--- src/rtl/fetch_stage_pkg.sv ---
// Shared pipeline definitions for the instruction-fetch slice.
//  - XLEN_DEF  : default datapath width for fetch/decode
//  - NOP_DEF   : bubble / out-of-range instruction encoding
//  - opcode_t  : primary opcode field values used across the pipeline
//  - opcodeOf(): extracts the primary opcode field from an instruction word
package fetch_stage_pkg;

   localparam int          XLEN_DEF = 32;
   localparam logic [31:0] NOP_DEF  = 32'h0000_0000;

   typedef enum logic [5:0] {
      OP_RTYPE = 6'b000000,
      OP_LW    = 6'b100011,
      OP_SW    = 6'b101011,
      OP_BEQ   = 6'b000100
   } opcode_t;

   function automatic opcode_t opcodeOf(input logic [31:0] instr);
      return opcode_t'(instr[31:26]);
   endfunction

endpackage

--- src/rtl/fetch_stage_if.sv ---
// IF/ID boundary bundle between the fetch stage and its neighbours.
//  Control in : PCWrite (hazard unit), redirect / redirect_pc (EX branch logic)
//  IF/ID out  : InstrOut, PCOut, PCAdderOut, ValidOut, FetchFault
//  master : the fetch stage (drives IF/ID, receives control)
//  slave  : decode / hazard / branch side (drives control, receives IF/ID)
interface fetch_stage_if #(
   parameter int XLEN = 32
);

   logic            PCWrite;
   logic            redirect;
   logic [XLEN-1:0] redirect_pc;
   logic [XLEN-1:0] InstrOut;
   logic [XLEN-1:0] PCOut;
   logic [XLEN-1:0] PCAdderOut;
   logic            ValidOut;
   logic            FetchFault;

   modport master (
      input  PCWrite, redirect, redirect_pc,
      output InstrOut, PCOut, PCAdderOut, ValidOut, FetchFault
   );

   modport slave (
      output PCWrite, redirect, redirect_pc,
      input  InstrOut, PCOut, PCAdderOut, ValidOut, FetchFault
   );

endinterface

--- src/rtl/fetch_stage_instr_rom.sv ---
// Read-only instruction memory with a combinational read port.
//  idx          in   XLEN  full-width word index (never truncated before the check)
//  data         out  XLEN  rom[idx], or NOP when idx is outside the ROM
//  out_of_range out  1     idx >= DEPTH
// Contents are fixed at elaboration from INIT_WORDS (word i at bits i*XLEN);
// the default image is all NOP words.
module instr_rom #(
   parameter int                    DEPTH      = 32,
   parameter int                    XLEN       = 32,
   parameter logic [XLEN-1:0]       NOP        = '0,
   parameter logic [DEPTH*XLEN-1:0] INIT_WORDS = {DEPTH{NOP}}
) (
   input  logic [XLEN-1:0] idx,
   output logic [XLEN-1:0] data,
   output logic            out_of_range
);

   localparam int AW = $clog2(DEPTH);

   // NOTE: the ROM is a constant net array, not a register file, so there is
   // no reset and no clock -- nothing here can be corrupted or needs clearing.
   logic [XLEN-1:0] mem [DEPTH];

   for (genvar i = 0; i < DEPTH; i++) begin : g_word
      assign mem[i] = INIT_WORDS[i*XLEN +: XLEN];
   end

   // The range check uses every index bit, so a PC past the ROM can never
   // alias back onto a low word through the truncated address below.
   assign out_of_range = (idx >= XLEN'(DEPTH));
   assign data         = out_of_range ? NOP : mem[idx[AW-1:0]];

endmodule

--- src/rtl/fetch_stage.sv ---
// Instruction-fetch stage: PC register, instruction ROM and IF/ID register.
//  clk    in   single clock, all state updates on posedge
//  rst_n  in   synchronous reset, active low
//  bus    fetch_stage_if.master
//           PCWrite/redirect/redirect_pc in; InstrOut/PCOut/PCAdderOut/
//           ValidOut/FetchFault out (all registered)
// Edge priority: reset > redirect > stall (PCWrite=0) > advance.
module fetch_stage
   import fetch_stage_pkg::*;
#(
   parameter int                         XLEN       = XLEN_DEF,
   parameter int                         IMEM_DEPTH = 32,
   parameter int                         PC_STEP    = 1,
   parameter logic [XLEN-1:0]            RESET_PC   = '0,
   parameter logic [XLEN-1:0]            NOP_INSTR  = XLEN'(NOP_DEF),
   parameter logic [IMEM_DEPTH*XLEN-1:0] INIT_WORDS = {IMEM_DEPTH{NOP_INSTR}}
) (
   input logic           clk,
   input logic           rst_n,
   fetch_stage_if.master bus
);

   localparam logic [XLEN-1:0] STEP = XLEN'(PC_STEP);

   logic [XLEN-1:0] pcQ;
   logic [XLEN-1:0] pcNext;
   logic [XLEN-1:0] romIdx;
   logic [XLEN-1:0] romData;
   logic            romOutOfRange;

   // Flooring division: a target that is not a multiple of PC_STEP fetches
   // the word it falls inside and is not treated as a fault.
   assign romIdx = pcQ / STEP;
   assign pcNext = pcQ + STEP;   // modulo 2^XLEN by construction

   instr_rom #(
      .DEPTH      (IMEM_DEPTH),
      .XLEN       (XLEN),
      .NOP        (NOP_INSTR),
      .INIT_WORDS (INIT_WORDS)
   ) u_rom (
      .idx          (romIdx),
      .data         (romData),
      .out_of_range (romOutOfRange)
   );

   // NOTE: every register here is written with <= so all IF/ID fields and
   // the PC update from the same pre-edge values; '=' would let later lines
   // see the new PC and misreport PCOut.
   always_ff @(posedge clk) begin
      if (!rst_n) begin
         pcQ            <= RESET_PC;
         bus.InstrOut   <= NOP_INSTR;
         bus.PCOut      <= '0;
         bus.PCAdderOut <= '0;
         bus.ValidOut   <= 1'b0;
         bus.FetchFault <= 1'b0;
      end else if (bus.redirect) begin
         // Wrong-path fetch is dropped; PCOut/PCAdderOut keep their old values.
         pcQ            <= bus.redirect_pc;
         bus.InstrOut   <= NOP_INSTR;
         bus.ValidOut   <= 1'b0;
         bus.FetchFault <= 1'b0;
      end else if (bus.PCWrite) begin
         pcQ            <= pcNext;
         bus.InstrOut   <= romData;
         bus.PCOut      <= pcQ;
         bus.PCAdderOut <= pcNext;
         bus.ValidOut   <= 1'b1;
         bus.FetchFault <= romOutOfRange;
      end
      // Stall: nothing assigned, PC and IF/ID hold.
   end

endmodule

--- src/flat_wrapper.sv ---
// flat-port wrapper written by rule: the top's interface ports become plain ports
module fetch_stage_flat import fetch_stage_pkg::*;
#(
   parameter int                         XLEN       = XLEN_DEF,
   parameter int                         IMEM_DEPTH = 32,
   parameter int                         PC_STEP    = 1,
   parameter logic [XLEN-1:0]            RESET_PC   = '0,
   parameter logic [XLEN-1:0]            NOP_INSTR  = XLEN'(NOP_DEF),
   parameter logic [IMEM_DEPTH*XLEN-1:0] INIT_WORDS = {IMEM_DEPTH{NOP_INSTR}}
)
  (clk, rst_n, bus_PCWrite, bus_redirect, bus_redirect_pc, bus_InstrOut, bus_PCOut, bus_PCAdderOut, bus_ValidOut, bus_FetchFault);
  fetch_stage_if #(.XLEN(XLEN)) bus_i ();
  input logic clk;
  input logic rst_n;
  input wire logic [$bits(bus_i.PCWrite)-1:0] bus_PCWrite;
  input wire logic [$bits(bus_i.redirect)-1:0] bus_redirect;
  input wire logic [$bits(bus_i.redirect_pc)-1:0] bus_redirect_pc;
  output wire logic [$bits(bus_i.InstrOut)-1:0] bus_InstrOut;
  output wire logic [$bits(bus_i.PCOut)-1:0] bus_PCOut;
  output wire logic [$bits(bus_i.PCAdderOut)-1:0] bus_PCAdderOut;
  output wire logic [$bits(bus_i.ValidOut)-1:0] bus_ValidOut;
  output wire logic [$bits(bus_i.FetchFault)-1:0] bus_FetchFault;
  assign bus_i.PCWrite = bus_PCWrite;
  assign bus_i.redirect = bus_redirect;
  assign bus_i.redirect_pc = bus_redirect_pc;
  assign bus_InstrOut = bus_i.InstrOut;
  assign bus_PCOut = bus_i.PCOut;
  assign bus_PCAdderOut = bus_i.PCAdderOut;
  assign bus_ValidOut = bus_i.ValidOut;
  assign bus_FetchFault = bus_i.FetchFault;
  fetch_stage #(.XLEN(XLEN), .IMEM_DEPTH(IMEM_DEPTH), .PC_STEP(PC_STEP), .RESET_PC(RESET_PC), .NOP_INSTR(NOP_INSTR), .INIT_WORDS(INIT_WORDS)) u_core (.clk(clk), .rst_n(rst_n), .bus(bus_i));
endmodule
--- config.mk ---
export PLATFORM = sky130hd
export DESIGN_NAME = fetch_stage_flat
export DESIGN_NICKNAME = d
export VERILOG_FILES = /design/src/rtl/fetch_stage_pkg.sv /design/src/rtl/fetch_stage_if.sv /design/src/rtl/fetch_stage_instr_rom.sv /design/src/rtl/fetch_stage.sv /design/src/flat_wrapper.sv
export SDC_FILE = /design/constraint.sdc
export NUM_CORES = 1
export LEC_CHECK = 0
export CORE_MARGIN = 2
export CORE_UTILIZATION = 49
export DETAILED_ROUTE_END_ITERATION = 8
export PLACE_DENSITY = 0.86
export SETUP_SLACK_MARGIN = 0.2
export SYNTH_ARGS = -nofsm -noshare
export SYNTH_HDL_FRONTEND = slang
export SYNTH_SLANG_ARGS = --single-unit
export TNS_END_PERCENT = 50
--- constraint.sdc ---
create_clock -name clk -period 2.2 [get_ports clk]
set_input_delay 0.33 -clock clk [delete_from_list [all_inputs] [get_ports clk]]
set_output_delay 0.33 -clock clk [all_outputs]
set_load 0.01 [all_outputs]
## Word level (Yosys, flattened, before mapping)

Memories as Yosys holds them, arrays and structs flattened.
Index checks and enable logic that the tools add are counted.

| word-level totals | value |
|---|---|
| register bits | 130 |
| ROM bits | 1024 |
| logic and storage cells | 21 |
| memories kept | 1 |

| operators by class | value |
|---|---|
| reductions and logical operators | 3 |
| bitwise logic cells | 3 |
| magnitude comparators | 2 |
| add/sub/neg operators | 1 |
| muxes and demuxes | 5 |

Memories:

| name | depth | width | read ports | clocked after memory_dff | write ports | RTL line | RTL |
|---|---|---|---|---|---|---|---|
| (no name shown) | 32 | 32 | 1 | 0 | 0 | fetch_stage_instr_rom.sv:31 | `assign data = out_of_range ? NOP : mem[idx[AW-1:0]];` |

Operators by type and width:

| cell | count |
|---|---|
| 2-to-1 mux 32 bit | 5 |
| adder 32 x 1 -> 32 bit (second input constant) | 1 |
| >= comparator 32 x 6 -> 1 bit (second input constant) | 1 |
| >= comparator 6 bit (second input constant) | 1 |
| inverter 5 -> 6 bit | 1 |
| inverter 1 bit | 2 |
| AND reduction 2 bit | 1 |
| nonzero test 2 bit | 1 |
| OR reduction 2 bit | 1 |

## Depth between registers and ports, before layout

| logic depth | value |
|---|---|
| depth after elaboration | 5 |
| depth in mapped cells | 8 |
| depth with buffers taken out | 6 |

## Hierarchy

Synthesis repeated with hierarchy kept, for this count alone.

| second synthesis, totals | value |
|---|---|
| cell total of the unflattened synthesis | 747 |
| area total of the unflattened synthesis | 6165.9 um^2 |

By module, submodules not included:

| module | cells an instance | times used | area each (um^2) |
|---|---|---|---|
| fetch_stage | 705 | 1 | 5864.4 |
| instr_rom | 42 | 1 | 301.5 |

## Worst setup path before layout

Ideal clock, no wire load.

| path | value |
|---|---|
| path kind | register to register |
| start | register u_core.pcQ[0] |
| end | register u_core.bus.PCAdderOut[28] |
| clock period less this slack | 1.864 ns |
| data arrival time | 1.784 ns |
| setup time | 0.080 ns |
| required time | 2.120 ns |
| path buffers | 0 |
| stages on the path, launching flop included | 6 |
| setup slack | 0.336 ns |
| cells stage by stage | dfxtp_1 ha_1 nand3_1 or4_1 o31ai_1 nor3b_1 |

| on the way | value |
|---|---|
| word-level cells in the longest chain between the ends | 1 |

RTL lines:

| element | RTL line | RTL |
|---|---|---|
| from (decl) | fetch_stage.sv:25 | `logic [XLEN-1:0] pcQ;` |
| from (signal assigned) | fetch_stage.sv:60 | `pcQ <= bus.redirect_pc;` |
| from (signal assigned) | fetch_stage.sv:65 | `pcQ <= pcNext;` |
| adder 32 x 1 -> 32 bit | fetch_stage.sv:34 | `assign pcNext = pcQ + STEP;` |
| to (signal assigned) | fetch_stage.sv:68 | `bus.PCAdderOut <= pcNext;` |
| to (decl) | fetch_stage_if.sv:21 | `output InstrOut, PCOut, PCAdderOut, ValidOut, FetchFault` |

No other way between the ends.
A chain may end at the register's enable or synchronous reset.

## Final worst setup path

| path | value |
|---|---|
| start | register u_core.pcQ[2] |
| end | register u_core.bus.PCAdderOut[31] |

Same word-level chain as after synthesis.

==> results.md <==
- Outcome: finished clean
- Antenna Cells: 0
- Final hold slack: 0.462 ns
- Ports: 134
- Worst vdd ir: 0.000302 V
- Grt total ovfl: 0
- Routed wire per std cell: 17.1 µm
- Commonest non-fill, non-tap cells in the layout: 101 x clkdlybuf4s50_1, 93 x dfxtp_1, 85 x nand2_1, 53 x a21oi_1, 52 x buf_4
- Total power: 0.00379 W
- Slew Viols, Final: 0
- Power density over the cells: 585 mW/mm²
- Distinct cells, synth: 48
- Gpl congestion: 0.921
- Synth Flop Type: dfxtp_1
- Sequential-to-total area share from yosys stat: 0.387
- Max frequency: 0.514 GHz
- Sink Count: 98
- Worst-skew pair later-pin latency: 0.37 ns
- RSZ-0062 raised after global routing: yes
- Vias in the first global route: 4745
- Area grow syn2layout: 27.7%
- Worst Setup Start Kind: flip-flop
- TritonCTS clock tree: yes
- # H-tree levels: 3
- WL final: 15.0 mm
- Post-route ant nets: 0
- Die Wd: 106 µm
- Postcts setup bufs: 0
- Hold Path Class: reg -> reg
- Final Hold Fails: 0
- Post-Syn Instances: 638
- Initial antenna violation count: 0
- I/O Buffers: 101
- Yosys Warn Count: 0
- Max FO, Critical Path: 9
- Tmin final: 1.95 ns
- Required @ worst endpoint: 2.48 ns
- Finished Cell Area: 0.00647 mm²
- Iteration-0 DRC Markers: 311
- Max-cap viol count: 0
- CTS max path bufs: 2
- DP HPWL: 10.9 mm
- Tcrit/Tclk final: 0.885
- Total negative setup slack: 0 ns
- DRC: 0
- Crit Path Category: reg -> reg
- Clk root buf: clkbuf_8
- Fin nets: 773
- Setup crit end kind: flip-flop
- Post-DR vias/cell: 5.79
- CP arrival: 2.23 ns
- Seq cells post-synth: 98
- Post-Syn Area per Cell: 7.95 µm²
- Ys async rst share: 0
- Cts bufs inserted: 9
- Commonest non-fill, non-tap cell in the layout: clkdlybuf4s50_1
- Largest net degree at the start of global routing: 58
- Number of synthesized flops with an enable pin: 0
- Fillers: 889
- Die area: 0.0112 mm²
- Cell family with most CP delay: simple AND/OR/NAND/NOR gates
- CTS Hold Buffers Added: 0
- Worst Path Buf+Inv: 0
- Clock slew at reported path FFs: 0.10 ns
- Final setup viols: 0
- Final core utilization: 0.636
- Die Ht: 106 µm
- Synthesized cell area: 0.00507 mm²
- Max incr delay on CP: 0.52 ns
- FP Rows: 37
- Via count: 5067
- Layout cells sized above 1: 0.112
- All-Layer GR Usage: 0.270
- Core box area: 0.0102 mm²
- Worst clock skew: 0.0127 ns
- First-pass GRT wire length: 24.1 mm
- Initial core utilization: 0.498
- P_leak: 2.23 nW
- First-pass iteration count of the detailed router: 5
- Crit path cell chain: and4_4 -> nand4_1 -> or4_1 -> a311oi_1
- Slowest CP cell: dfxtp_1
- Post-DP Area: 0.00625 mm²
==> layout make-up <==
class,instances,area (µm²),area share
Multi-Input combinational cell,462,2650,0.409
Sequential cell,98,1970,0.304
Clock buffer,11,141,0.0218
Timing Repair Buffer,156,1460,0.226
Tap cell,136,170,0.0263
Inverter,8,30.0,0.00464
Clock inverter,4,52.6,0.00812
==> layer usage <==
metal	vias up	global-route usage	part of all wire
met3	36	0.0414	0.068
met4	0	0.0977	0.025
met1	2387	0.359	0.43
met2	206	0.445	0.48
met5	-	0	0
li1	2438	-	-
==> report_power, final <==
group | leakage, nW | switching, W | total, W | internal [W]
Combinational | 1.32 | 0.000346 | 0.000655 | 0.000309
Clock | 0.0994 | 0.000630 | 0.00118 | 0.000554
Sequential | 0.807 | 0.0000779 | 0.00195 | 0.00187
Total | 2.23 | 0.00105 | 0.00379 | 0.00273
==> timing repair <==
action,in CTS,in global routing
endpoints found under the setup margin,6,10
resized for setup,3,7
gates cloned,0,0
==> Yosys cell counts, types with 2 or more instances <==
cell	instances	share of area
dfxtp_1	98	0.39
nand2_1	85	0.063
a21oi_1	53	0.052
o21ai_0	46	0.045
buf_4	39	0.058
clkbuf_1	33	0.024
nor2_1	26	0.019
nand3_1	23	0.023
nor4_1	21	0.026
or4_1	20	0.030
o31ai_1	19	0.028
buf_2	18	0.018
a31oi_1	17	0.021
nand4_1	16	0.020
xnor2_1	14	0.024
nor3_1	13	0.013
xor2_1	13	0.022
a211oi_1	10	0.015
a311oi_1	10	0.017
inv_1	7	0.0052
and3_1	6	0.0074
and4_1	5	0.0086
buf_1	5	0.0037
or3_1	5	0.0062
buf_6	3	0.0067
clkbuf_2	3	0.0030
o211ai_1	3	0.0044
ha_1	2	0.0049
nand2b_1	2	0.0025
nand3_2	2	0.0039
nand4_4	2	0.0084
nor3b_1	2	0.0030
o31a_1	2	0.0035
==> logic make-up (layout without fill, tap and decap cells) <==
logic type | Yosys count | in the layout | share of synthesized area
buf+inv | 109 | 179 | 0.119
simple gates | 235 | 235 | 0.244
compound gates | 165 | 165 | 0.196
xor+xnor | 27 | 27 | 0.0466
flops | 98 | 98 | 0.387
mux | 1 | 1 | 0.00197
other cells | 1 | 32 | 0.000739
fa+ha+maj | 2 | 2 | 0.00493
==> through the flow <==
| stage | std cells | worst slack [ns] |
|---|---|---|
| 2_1_floorplan | 669 | 0.336 |
| 3_3_place_gp | 860 | 0.107 |
| 3_5_place_dp | 860 | 0.0723 |
| 4_1_cts | 875 | 0.210 |
| 5_1_grt | 875 | 0.138 |
| 6_report | 875 | 0.254 |
==> registers in the layout, summed over array words and instances, names as in the netlist <==
register and flops:
u_core.pcQ 32, u_core.bus.PCOut 32, u_core.bus.PCAdderOut 32, u_core.bus.ValidOut 1
u_core.bus.FetchFault 1
==> path summary, 6_finish.rpt <==
| check | from | endpoint | slack (ns) | cells past startpoint |
|---|---|---|---|---|
| hold / removal | u_core.bus.PCOut[18] | u_core.bus.PCOut[18] | 0.46 | 2 |
| setup / recovery | u_core.pcQ[2] | u_core.bus.PCAdderOut[31] | 0.25 | 4 |
| setup reg to reg | u_core.pcQ[2] | u_core.bus.PCAdderOut[31] | 0.25 | 4 |
| hold reg to reg | u_core.bus.PCOut[18] | u_core.bus.PCOut[18] | 0.46 | 2 |
==> worst min-delay path, stage by stage (launching register included) <==
cell and delay, ns:
dfxtp_1 0.32, nand2_1 0.05, a21oi_1 0.05
Power figures use the tool's default switching activity.
